<file path="src/rtl/spram_arbiter_if.sv">
// spram_arbiter_if -- bundle of all bus signals around the single-port RAM arbiter.
//   clear/busy                   : clear-sweep request pulse and sweep-in-progress flag
//   cpu_cs/we/addr/din, cpu_dout : primary CPU access, read data is the raw RAM q
//   dma_req/we/addr/din          : secondary (hiscore/debug) access request
//   dma_ack/dma_dout             : one-cycle completion strobe and registered read data
//   ram_enable/wren/address/data : single-port RAM drive
//   ram_q                        : RAM output (1-cycle registered read, write-through)
// Modport slave is the arbiter's view; master is the surrounding system
// (CPU, DMA source and the RAM itself).
interface spram_arbiter_if #(
  parameter int address_width = 8,
  parameter int data_width    = 8
);
  logic                     clear;
  logic                     busy;

  logic                     cpu_cs;
  logic                     cpu_we;
  logic [address_width-1:0] cpu_addr;
  logic [data_width-1:0]    cpu_din;
  logic [data_width-1:0]    cpu_dout;

  logic                     dma_req;
  logic                     dma_we;
  logic [address_width-1:0] dma_addr;
  logic [data_width-1:0]    dma_din;
  logic                     dma_ack;
  logic [data_width-1:0]    dma_dout;

  logic                     ram_enable;
  logic                     ram_wren;
  logic [address_width-1:0] ram_address;
  logic [data_width-1:0]    ram_data;
  logic [data_width-1:0]    ram_q;

  modport slave (
    input  clear, cpu_cs, cpu_we, cpu_addr, cpu_din,
    input  dma_req, dma_we, dma_addr, dma_din, ram_q,
    output busy, cpu_dout, dma_ack, dma_dout,
    output ram_enable, ram_wren, ram_address, ram_data
  );

  modport master (
    output clear, cpu_cs, cpu_we, cpu_addr, cpu_din,
    output dma_req, dma_we, dma_addr, dma_din, ram_q,
    input  busy, cpu_dout, dma_ack, dma_dout,
    input  ram_enable, ram_wren, ram_address, ram_data
  );
endinterface

</file>
<file path="src/rtl/spram_arbiter.sv">
// spram_arbiter -- shares one single-port RAM between a CPU (absolute priority),
// a secondary DMA-style port and a clear engine that sweeps clear_value over
// every address.
//   clock : single clock, all state on the rising edge
//   reset : asynchronous, active-high; restarts a full clear sweep on release
//   bus   : spram_arbiter_if.slave carrying the CPU, DMA, clear and RAM signals
// DMA accesses take two cycles from grant to dma_ack: the grant cycle drives
// the RAM, the following DMA_WAIT cycle sees the registered RAM output and
// captures it into dma_dout on its exit edge.
module spram_arbiter #(
  parameter int                    address_width = 8,
  parameter int                    data_width    = 8,
  parameter logic [data_width-1:0] clear_value   = '0
) (
  input logic               clock,
  input logic               reset,
  spram_arbiter_if.slave    bus
);

  localparam logic [address_width-1:0] LAST_ADDR = '1;

  typedef enum logic [1:0] {
    CLEAR,
    IDLE,
    DMA_WAIT
  } state_t;

  state_t                   state_q, state_d;
  logic [address_width-1:0] cnt_q, cnt_d;
  logic                     clr_pend_q, clr_pend_d;
  logic                     dma_ack_q, dma_ack_d;
  logic [data_width-1:0]    dma_dout_q, dma_dout_d;

  logic                     busy;
  logic                     ram_enable;
  logic                     ram_wren;
  logic [address_width-1:0] ram_address;
  logic [data_width-1:0]    ram_data;

  always_ff @(posedge clock or posedge reset) begin
    if (reset) begin
      state_q    <= CLEAR;
      cnt_q      <= '0;
      clr_pend_q <= 1'b0;
      dma_ack_q  <= 1'b0;
      dma_dout_q <= '0;
    end else begin
      state_q    <= state_d;
      cnt_q      <= cnt_d;
      clr_pend_q <= clr_pend_d;
      dma_ack_q  <= dma_ack_d;
      dma_dout_q <= dma_dout_d;
    end
  end

  always_comb begin
    state_d     = state_q;
    cnt_d       = cnt_q;
    clr_pend_d  = clr_pend_q;
    dma_ack_d   = 1'b0;
    dma_dout_d  = dma_dout_q;
    busy        = 1'b0;
    ram_enable  = 1'b0;
    ram_wren    = 1'b0;
    ram_address = bus.cpu_addr;
    ram_data    = bus.cpu_din;

    unique case (state_q)
      CLEAR: begin
        busy        = 1'b1;
        ram_enable  = 1'b1;
        ram_wren    = 1'b1;
        ram_address = cnt_q;
        ram_data    = clear_value;
        // A new clear request restarts the sweep from address 0.
        if (bus.clear) begin
          cnt_d = '0;
        end else if (cnt_q == LAST_ADDR) begin
          cnt_d   = '0;
          state_d = IDLE;
        end else begin
          cnt_d = cnt_q + 1'b1;
        end
      end

      IDLE: begin
        if (bus.cpu_cs) begin
          ram_enable = 1'b1;
          ram_wren   = bus.cpu_we;
        end
        // Clear (fresh or held over from a DMA) beats a DMA request. While
        // dma_ack is high the DMA source is still presenting the request it
        // was just acknowledged for, so it must not be granted again.
        if (bus.clear || clr_pend_q) begin
          clr_pend_d = 1'b0;
          state_d    = CLEAR;
        end else if (!bus.cpu_cs && bus.dma_req && !dma_ack_q) begin
          ram_enable  = 1'b1;
          ram_wren    = bus.dma_we;
          ram_address = bus.dma_addr;
          ram_data    = bus.dma_din;
          state_d     = DMA_WAIT;
        end
      end

      DMA_WAIT: begin
        if (bus.cpu_cs) begin
          ram_enable = 1'b1;
          ram_wren   = bus.cpu_we;
        end
        // ram_q still holds the DMA result here; a CPU access in this cycle
        // only changes it at the same edge that captures it.
        dma_ack_d  = 1'b1;
        dma_dout_d = bus.ram_q;
        state_d    = IDLE;
        if (bus.clear) begin
          clr_pend_d = 1'b1;
        end
      end

      default: begin
        state_d = CLEAR;
        cnt_d   = '0;
      end
    endcase
  end

  assign bus.busy        = busy;
  assign bus.cpu_dout    = bus.ram_q;
  assign bus.dma_ack     = dma_ack_q;
  assign bus.dma_dout    = dma_dout_q;
  assign bus.ram_enable  = ram_enable;
  assign bus.ram_wren    = ram_wren;
  assign bus.ram_address = ram_address;
  assign bus.ram_data    = ram_data;

endmodule

</file>
<file path="src/flat_wrapper.sv">
// flat-port wrapper written by rule: the top's interface ports become plain ports
module spram_arbiter_flat 
#(
  parameter int                    address_width = 8,
  parameter int                    data_width    = 8,
  parameter logic [data_width-1:0] clear_value   = '0
)
  (clock, reset, bus_clear, bus_cpu_cs, bus_cpu_we, bus_cpu_addr, bus_cpu_din, bus_dma_req, bus_dma_we, bus_dma_addr, bus_dma_din, bus_ram_q, bus_busy, bus_cpu_dout, bus_dma_ack, bus_dma_dout, bus_ram_enable, bus_ram_wren, bus_ram_address, bus_ram_data);
  spram_arbiter_if #(.address_width(address_width), .data_width(data_width)) bus_i ();
  input logic clock;
  input logic reset;
  input wire logic [$bits(bus_i.clear)-1:0] bus_clear;
  input wire logic [$bits(bus_i.cpu_cs)-1:0] bus_cpu_cs;
  input wire logic [$bits(bus_i.cpu_we)-1:0] bus_cpu_we;
  input wire logic [$bits(bus_i.cpu_addr)-1:0] bus_cpu_addr;
  input wire logic [$bits(bus_i.cpu_din)-1:0] bus_cpu_din;
  input wire logic [$bits(bus_i.dma_req)-1:0] bus_dma_req;
  input wire logic [$bits(bus_i.dma_we)-1:0] bus_dma_we;
  input wire logic [$bits(bus_i.dma_addr)-1:0] bus_dma_addr;
  input wire logic [$bits(bus_i.dma_din)-1:0] bus_dma_din;
  input wire logic [$bits(bus_i.ram_q)-1:0] bus_ram_q;
  output wire logic [$bits(bus_i.busy)-1:0] bus_busy;
  output wire logic [$bits(bus_i.cpu_dout)-1:0] bus_cpu_dout;
  output wire logic [$bits(bus_i.dma_ack)-1:0] bus_dma_ack;
  output wire logic [$bits(bus_i.dma_dout)-1:0] bus_dma_dout;
  output wire logic [$bits(bus_i.ram_enable)-1:0] bus_ram_enable;
  output wire logic [$bits(bus_i.ram_wren)-1:0] bus_ram_wren;
  output wire logic [$bits(bus_i.ram_address)-1:0] bus_ram_address;
  output wire logic [$bits(bus_i.ram_data)-1:0] bus_ram_data;
  assign bus_i.clear = bus_clear;
  assign bus_i.cpu_cs = bus_cpu_cs;
  assign bus_i.cpu_we = bus_cpu_we;
  assign bus_i.cpu_addr = bus_cpu_addr;
  assign bus_i.cpu_din = bus_cpu_din;
  assign bus_i.dma_req = bus_dma_req;
  assign bus_i.dma_we = bus_dma_we;
  assign bus_i.dma_addr = bus_dma_addr;
  assign bus_i.dma_din = bus_dma_din;
  assign bus_i.ram_q = bus_ram_q;
  assign bus_busy = bus_i.busy;
  assign bus_cpu_dout = bus_i.cpu_dout;
  assign bus_dma_ack = bus_i.dma_ack;
  assign bus_dma_dout = bus_i.dma_dout;
  assign bus_ram_enable = bus_i.ram_enable;
  assign bus_ram_wren = bus_i.ram_wren;
  assign bus_ram_address = bus_i.ram_address;
  assign bus_ram_data = bus_i.ram_data;
  spram_arbiter #(.address_width(address_width), .data_width(data_width), .clear_value(clear_value)) u_core (.clock(clock), .reset(reset), .bus(bus_i));
endmodule
</file>
<file path="config.mk">
export PLATFORM = sky130hd
export DESIGN_NAME = spram_arbiter_flat
export DESIGN_NICKNAME = d
export VERILOG_FILES = /design/src/rtl/spram_arbiter_if.sv /design/src/rtl/spram_arbiter.sv /design/src/flat_wrapper.sv
export SDC_FILE = /design/constraint.sdc
export NUM_CORES = 1
export LEC_CHECK = 0
export BUFFER_PORTS_ARGS = -buffer_cell sky130_fd_sc_hd__clkbuf_2
export CORE_MARGIN = 2
export CORE_UTILIZATION = 30
export CTS_BUF_LIST = sky130_fd_sc_hd__clkbuf_4
export DETAILED_ROUTE_END_ITERATION = 8
export PLACE_DENSITY = 0.55
export SLEW_MARGIN = 5
export SYNTH_ARGS = -nofsm -noshare
export SYNTH_HDL_FRONTEND = slang
export SYNTH_SLANG_ARGS = --single-unit
</file>
<file path="constraint.sdc">
create_clock -name clock -period 4.1 [get_ports clock]
set_clock_uncertainty 0.2 [all_clocks]
set_input_delay 0.82 -clock clock [delete_from_list [all_inputs] [get_ports clock]]
set_output_delay 0.82 -clock clock [all_outputs]
set_load 0.01 [all_outputs]
</file>
# After elaboration in Yosys (flattened, before gate mapping)
# Index checks and enable logic that the tools add are counted.
# op_classes
addsub,1
n_eq_ne,8
n_mux,27
n_reduce_logical,10
# op_table
op,n
2-to-1 mux 8 bit,6
one-hot mux 8 bit (2 select lines),3
2-to-1 mux 1 bit,10
"adder 8 x 1 -> 8 bit, second input constant",1
"== test 8 bit, second input constant",1
2-to-1 mux 2 bit,4
one-hot mux 1 bit (3 select lines),2
one-hot mux 2 bit (3 select lines),1
AND reduction 3 bit,2
"!= test 2 x 1 -> 1 bit, second input constant",2
"!= test 2 bit, second input constant",2
"!= test 3 x 1 -> 1 bit, second input constant",1
"== test 2 x 1 -> 1 bit, second input constant",1
"== test 2 bit, second input constant",1
logical AND 1 bit,2
zero test 1 bit,2
zero test 2 bit,1
one-hot mux 1 bit (2 select lines),1
nonzero test 2 bit,1
OR reduction 2 bit,1
logical OR 1 bit,1
# word_totals
ff_bits,20
out_inout_bits,36
elab_cells,51

# Depth between registers and ports, before layout
# Gate-level depths: netlist of the first run.
# logic_depth
ltp_word,6
ltp_mapped,7
depth_no_buf,5

# Least setup slack after synthesis of the first run
# Ideal clock, no wire load.
# synth_path
path_kind,input port to output port
from,in bus_cpu_cs
to,out bus_ram_wren
t_arrival_ns,1.756
t_required_ns,3.080
setup_slack_ns,1.324
cell_stages,4
n_path_buf,1
path_cell_list,nor3b_1 -> buf_2 -> nand4_1 -> a21oi_1
# synth_via
elab_chain_len,6
# synth_lines
element,line_no,rtl
from (decl),flat_wrapper.sv:13,input wire logic [$bits(bus_i.cpu_cs)-1:0] bus_cpu_cs;
zero test 1 bit,spram_arbiter.sv:97,end else if (!bus.cpu_cs && bus.dma_req && !dma_ack_q) begin
logical AND 1 bit (2 in a row),spram_arbiter.sv:97,
2-to-1 mux 1 bit,spram_arbiter.sv:97,
2-to-1 mux 1 bit,spram_arbiter.sv:94,if (bus.clear || clr_pend_q) begin
one-hot mux 1 bit (3 select lines) (*),spram_arbiter.sv:68,unique case (state_q)
to (decl),flat_wrapper.sv:27,output wire logic [$bits(bus_i.ram_wren)-1:0] bus_ram_wren;
# Every way passes the cells marked *; elsewhere a longest branch is shown, timed or not.

# Final worst setup path of the first run
# layout_path
from,in bus_cpu_cs
to,out bus_ram_data[7]
# layout_via
elab_chain_len,6
# layout_lines
element,line_no,rtl
zero test 1 bit,spram_arbiter.sv:97,
logical AND 1 bit (2 in a row),spram_arbiter.sv:97,
2-to-1 mux 8 bit,spram_arbiter.sv:97,
2-to-1 mux 8 bit,spram_arbiter.sv:94,
one-hot mux 8 bit (2 select lines),spram_arbiter.sv:68,
to (decl),flat_wrapper.sv:29,output wire logic [$bits(bus_i.ram_data)-1:0] bus_ram_data;
# No other way between the ends.

==> flow_summary.json, run 1 <==
{
  "worst_ir_drop_vdd_mv": 0.208,
  "ys_async_sr_fraction_pct": 100,
  "fin_crit_sh_pct": 81.7,
  "grt_overflow": 0,
  "final-seq-area_um2": 500,
  "via_count": 1521,
  "fin_setup_tns_ns": 0,
  "syn-num-nets": 227,
  "worstHoldStart": "u_core.bus.dma_dout[6]",
  "synth.cell_area_mm2": 0.00151,
  "drc_errors": 0,
  "p_leak_uw": 0.00103,
  "dr.pass1.iters": 4,
  "post_cts_resized": 0,
  "die_area_mm2": 0.00563,
  "fmax_mhz": 299,
  "cts_buffers": 3,
  "hp-class": "reg2reg",
  "wl_per_cell_um": 12.7,
  "insertion_delay_ns": 0.30,
  "path_clk_slew_ns": 0.11,
  "htree_levels": 1,
  "dieHeight_um": 75.0,
  "cts_setup_buffers": 0,
  "die_w_um": 75.0,
  "routabilityCongestion": 0.725,
  "avgSynthCellArea_um2": 8.69,
  "cellPowerDensity_mw_per_mm2": 615,
  "cts_max_path_buffers": 2,
  "wl_um": 3930,
  "antenna_found_initial": 0,
  "root_buffer": "clkbuf_4",
  "ys_ff_latch": 20,
  "crit_arrival_ns": 2.33,
  "min_period_ns": 3.35,
  "drtIter0Drc": 65,
  "fin_nets": 297,
  "drive_gt1_share_pct": 40.1,
  "post_dp_cell_area_mm2": 0.00191,
  "multiInputGateArea_um2": 843,
  "antenna_left": 0,
  "syn_inst": 174,
  "required_ns": 3.08,
  "area_growth_pct": 27.7,
  "maxCapViolations": 0,
  "yosysWarnings": 0,
  "grt_max_degree": 21,
  "maxSlewHeadroom_pct": 46.0,
  "endpoint_kind": "output pin",
  "initial_core_util_pct": 31.6,
  "fin_util_pct": 40.4,
  "cts_sinks": 20,
  "port_buffers": 82,
  "n_fill_cell": 493,
  "status": "complete, no violations",
  "fp.coreArea_mm2": 0.00479,
  "postCtsHoldBufs": 0,
  "r2r_slack_ns": 1.78,
  "num_rows": 25,
  "vias_per_cell": 4.92,
  "worstPathMaxFanout": 9,
  "critPathKind": "in2out",
  "dpl.hpwl_um": 3020,
  "report.final.slew_viol_count": 0,
  "synth_cell_types": 35,
  "synth_edf_count": 0,
  "final_area_mm2": 0.00193,
  "grt_pass1_wl_um": 6020,
  "grtUsageTotal_pct": 13.7,
  "diodes": 0,
  "rsz0062_at_grt": "no",
  "finalHoldViolCount": 0,
  "hold_depth": 1,
  "setup-violations-final": 0,
  "grt_pass1_vias": 1275,
  "cts_tree": "done",
  "yosysSeqAreaShare_pct": 33.1,
  "finalPower_uw": 1190,
  "io_pins": 83,
  "r2r_end": "u_core.state_q[0]",
  "start_kind": "input port",
  "worst_pin_slew_ns": 0.809,
  "synth_ff_type": "dfrtp_1",
  "hold_end": "u_core.bus.dma_dout[6]",
  "crit-reg2reg-launch": "u_core.state_q[1]",
  "r2r_cells": 6
}
[layout by cell type (no fill, tap or decap), types with 4 or more instances in the layout]
cell type / instances
a21oi_1: 7
a22oi_1: 10
clkbuf_2: 82
dfrtp_1: 20
ha_1: 6
inv_1: 13
mux2_2: 8
mux2i_1: 8
nand2_1: 25
nand4_1: 10
nor2_1: 5
o211ai_1: 9
o21ai_0: 4
[cell type report]
type,instances,area share [%]
flip-flops and latches,20,25.9
well taps,67,4.34
inverters,13,2.53
repair buffers,85,22.4
multi-input cells,121,43.7
clock buffers,3,1.17
[worst max-delay path by stage]
stage                      endpoint       start  slack (ns)  depth (start not counted)
floorplan              bus_ram_wren  bus_cpu_cs        1.32                          4
global placement    bus_ram_data[2]  bus_cpu_cs        0.84                          5
detailed placement  bus_ram_data[7]  bus_cpu_cs        0.71                          5
CTS                 bus_ram_data[7]  bus_cpu_cs        0.71                          5
global route        bus_ram_data[7]  bus_cpu_cs        0.48                          5
finish              bus_ram_data[7]  bus_cpu_cs        0.75                          5
[worst max-delay path: stages]
cell and delay, ns:
clkbuf_2 0.09, nor3b_1 0.47, nand3_1 0.49, mux2i_1 0.30, clkbuf_2 0.16
[registers in the layout, indices dropped and copies added (netlist names)]
signal and cells:
u_core.bus.dma_dout 8, u_core.state_q 2, u_core.cnt_q 8, u_core.bus.dma_ack 1
u_core.clr_pend_q 1
[per-stage QoR]
step,worst slack (ns),hold slack [ns],cells
2_1_floorplan,1.32,0.298,174
3_3_place_gp,0.841,0.291,306
3_5_place_dp,0.710,0.295,306
4_1_cts,0.713,0.323,309
5_1_grt,0.481,0.345,309
6_report,0.752,0.316,309
[Yosys cell counts, types with 2 or more instances]
cell type	n	share of area [%]
nand2_1	25	6.2
nor3b_1	2	0.99
buf_2	5	1.7
xor2_1	3	1.7
o311a_1	2	1.3
mux2i_1	8	5.3
a21oi_1	7	2.3
or3_1	3	1.2
nand4b_1	3	1.7
o211ai_1	9	4.5
inv_1	13	3.2
ha_1	6	5.0
o21ai_0	4	1.3
nor2b_1	2	0.83
nand3_1	3	0.99
mux2_2	8	6.0
buf_4	8	4.0
nand4_1	10	4.1
clkbuf_1	4	0.99
a22oi_1	10	5.0
dfrtp_1	20	33
nor2_1	5	1.2
o31ai_1	2	0.99
[logic make-up after synthesis]
family | after synthesis | synth area share [%]
flops | 20 | 33.1
mux | 16 | 11.2
simple gates | 57 | 19.4
fa+ha+maj | 6 | 4.96
compound gates | 39 | 18.4
xor+xnor | 3 | 1.74
buf+inv | 33 | 11.2
[where the power goes]
part | switching (uW) | internal (uW) | leakage [uW] | total, uW
logic | 446 | 340 | 0.000755 | 786
registers | 46.8 | 261 | 0.000259 | 307
clock network | 60.9 | 34.2 | 0.0000138 | 95.1
[layer usage]
layer	wire length (um)	vias to the layer above	track usage, %
li1	-	762	-
met1	1870	690	19.5
met2	1670	67	21.2
met3	367	2	2.01
met4	28	0	4.76
met5	0	-	0
Note: power is estimated with default switching activity, not from simulation.
==> run 2: changes to the inputs <==
--- a/config.mk
+++ b/config.mk
@@ -10,7 +10,7 @@
 export CORE_UTILIZATION = 30
 export CTS_BUF_LIST = sky130_fd_sc_hd__clkbuf_4
 export DETAILED_ROUTE_END_ITERATION = 8
-export PLACE_DENSITY = 0.55
+export PLACE_DENSITY = 0.57
 export SLEW_MARGIN = 5
 export SYNTH_ARGS = -nofsm -noshare
 export SYNTH_HDL_FRONTEND = slang
==> constraint.sdc (replaced) <==
create_clock -name clock -period 2.8 [get_ports clock]
set_clock_uncertainty 0.2 [all_clocks]
set_input_delay 0.56 -clock clock [delete_from_list [all_inputs] [get_ports clock]]
set_output_delay 0.56 -clock clock [all_outputs]
set_load 0.01 [all_outputs]
==> flow_summary.json, run 2 (same netlist as run 1, synthesis figures left out) <==
{
  "grt_pass1_vias": 1391,
  "maxCapViolations": 0,
  "fin_crit_sh_pct": 93.4,
  "n_fill_cell": 525,
  "via_count": 1524,
  "root_buffer": "clkbuf_4",
  "endpoint_kind": "output pin",
  "area_growth_pct": 32.3,
  "setup-violations-final": 0,
  "r2r_slack_ns": 0.70,
  "postCtsHoldBufs": 0,
  "drive_gt1_share_pct": 42.5,
  "drtIter0Drc": 85,
  "fmax_mhz": 382,
  "cts_setup_buffers": 0,
  "cts_sinks": 20,
  "p_leak_uw": 0.00106,
  "vias_per_cell": 4.85,
  "status": "complete, no violations",
  "dpl.hpwl_um": 3020,
  "report.final.slew_viol_count": 0,
  "initial_core_util_pct": 31.6,
  "critPathBufInv": 4,
  "max_stage_delay_ns": 0.46,
  "insertion_delay_ns": 0.30,
  "seq_power_share_pct": 24.0,
  "grt_pass1_wl_um": 6070,
  "start_kind": "flip-flop",
  "critPathTopFamily": "buffers and inverters",
  "dieHeight_um": 75.0,
  "fin_setup_tns_ns": 0,
  "die_w_um": 75.0,
  "finalPower_uw": 1880,
  "crit_chain": "inv_1 -> ha_1 -> buf_6 -> nand3_1 -> buf_4 -> mux2i_1 -> clkbuf_2",
  "slowest_stage": "dfrtp_2",
  "pwr-share-clk_pct": 12.6,
  "final_cell_mix": "clkbuf_2, nand2_1, dfrtp_1, inv_1",
  "rsz0062_at_grt": "no",
  "antenna_found_initial": 0,
  "cts_tree": "done",
  "final-seq-area_um2": 502,
  "routabilityCongestion": 0.818,
  "hp-class": "in2async",
  "diodes": 0,
  "antenna_left": 0,
  "crit_arrival_ns": 1.86,
  "p_sw_share_pct": 43.2,
  "path_clk_slew_ns": 0.12,
  "grtUsageTotal_pct": 13.8,
  "cts_max_path_buffers": 2,
  "worst_ir_drop_vdd_mv": 0.301,
  "worst_pin_slew_ns": 0.780,
  "finalHoldViolCount": 0,
  "min_period_ns": 2.62,
  "maxSlewHeadroom_pct": 47.9,
  "critPathKind": "reg2out",
  "intPower_uw": 1070,
  "fin_nets": 301,
  "cellPowerDensity_mw_per_mm2": 938,
  "grt_max_degree": 21,
  "port_buffers": 82,
  "die_area_mm2": 0.00563,
  "share_comb_of_total_power_pct": 63.4,
  "multiInputGateArea_um2": 848,
  "wl_um": 3830,
  "fp.coreArea_mm2": 0.00479,
  "io_pins": 83,
  "worstPathMaxFanout": 13,
  "required_ns": 2.04,
  "post_cts_resized": 1,
  "htree_levels": 1,
  "dr.pass1.iters": 4,
  "layout_commonest_cell": "clkbuf_2",
  "grt_overflow": 0,
  "wl_per_cell_um": 12.2,
  "power.switching_uw": 811,
  "num_rows": 25,
  "cts_buffers": 3,
  "drc_errors": 0
}
-- run 2: cell types whose count changed in the layout (fill, tap and decap cells not counted), sizes merged --
cell    previous run  this run
buf                3         7
bufinv             0         1
-- run 2: routing by layer --
metal / global-route usage (%) / vias to the layer above / part of all wire, % / wire length [um]
li1: - / 767 / - / -
met1: 17.5 / 696 / 46 / 1770
met2: 24.0 / 57 / 45 / 1730
met3: 1.47 / 4 / 7.5 / 289
met4: 5.16 / 0 / 1.1 / 42
met5: 0 / - / 0 / 0
-- run 2: stage by stage --
step           instance area, um^2  hold slack, ns  std cells  util [%]  setup WS [ns]
5_1_grt                       2000           0.215        314      41.8         0.0141
2_1_floorplan                 1510           0.298        174         -          0.544
4_1_cts                       1990           0.180        314      41.7         0.0938
3_3_place_gp                  1940           0.294        310      40.5          0.356
6_report                      2000           0.162        314      41.8          0.185
3_5_place_dp                  1940           0.299        310      40.5          0.329
-- run 2: area by class of cell --
| class | count | area share, % |
|---|---|---|
| Clock inverter | 1 | 1.50 |
| Inverter | 13 | 2.44 |
| Tap cell | 67 | 4.19 |
| Multi-Input combinational cell | 121 | 42.4 |
| Sequential cell | 20 | 25.1 |
| Timing Repair Buffer | 89 | 23.3 |
| Clock buffer | 3 | 1.13 |
-- run 2: worst paths after layout --
path / start / end / cells past startpoint
worst max-delay path: u_core.state_q[1] / bus_ram_data[2] / 7
worst min-delay path: reset / u_core.bus.dma_dout[6] / 2
worst max register to register: u_core.state_q[0] / u_core.cnt_q[6] / 5
worst min register to register: u_core.bus.dma_dout[6] / u_core.bus.dma_dout[6] / 1
max in group asynchronous: reset / u_core.state_q[1] / 2
min in group clock: bus_ram_q[4] / u_core.bus.dma_dout[4] / 2
-- run 2: worst reg2reg max path, stage by stage, from the launching register on --
cell	delay, ns
dfrtp_1	0.46
inv_1	0.12
ha_2	0.34
or4b_1	0.53
or3_1	0.31
nand3_1	0.09
-- run 2: power by group through the flow --
stage / registers [uW] / clock network, uW / logic, uW
floorplan: 472 / 0 / 785
global placement: 455 / 0 / 1180
detailed placement: 458 / 0 / 1180
CTS: 451 / 246 / 1190
global route: 469 / 255 / 1330
finish: 452 / 236 / 1190
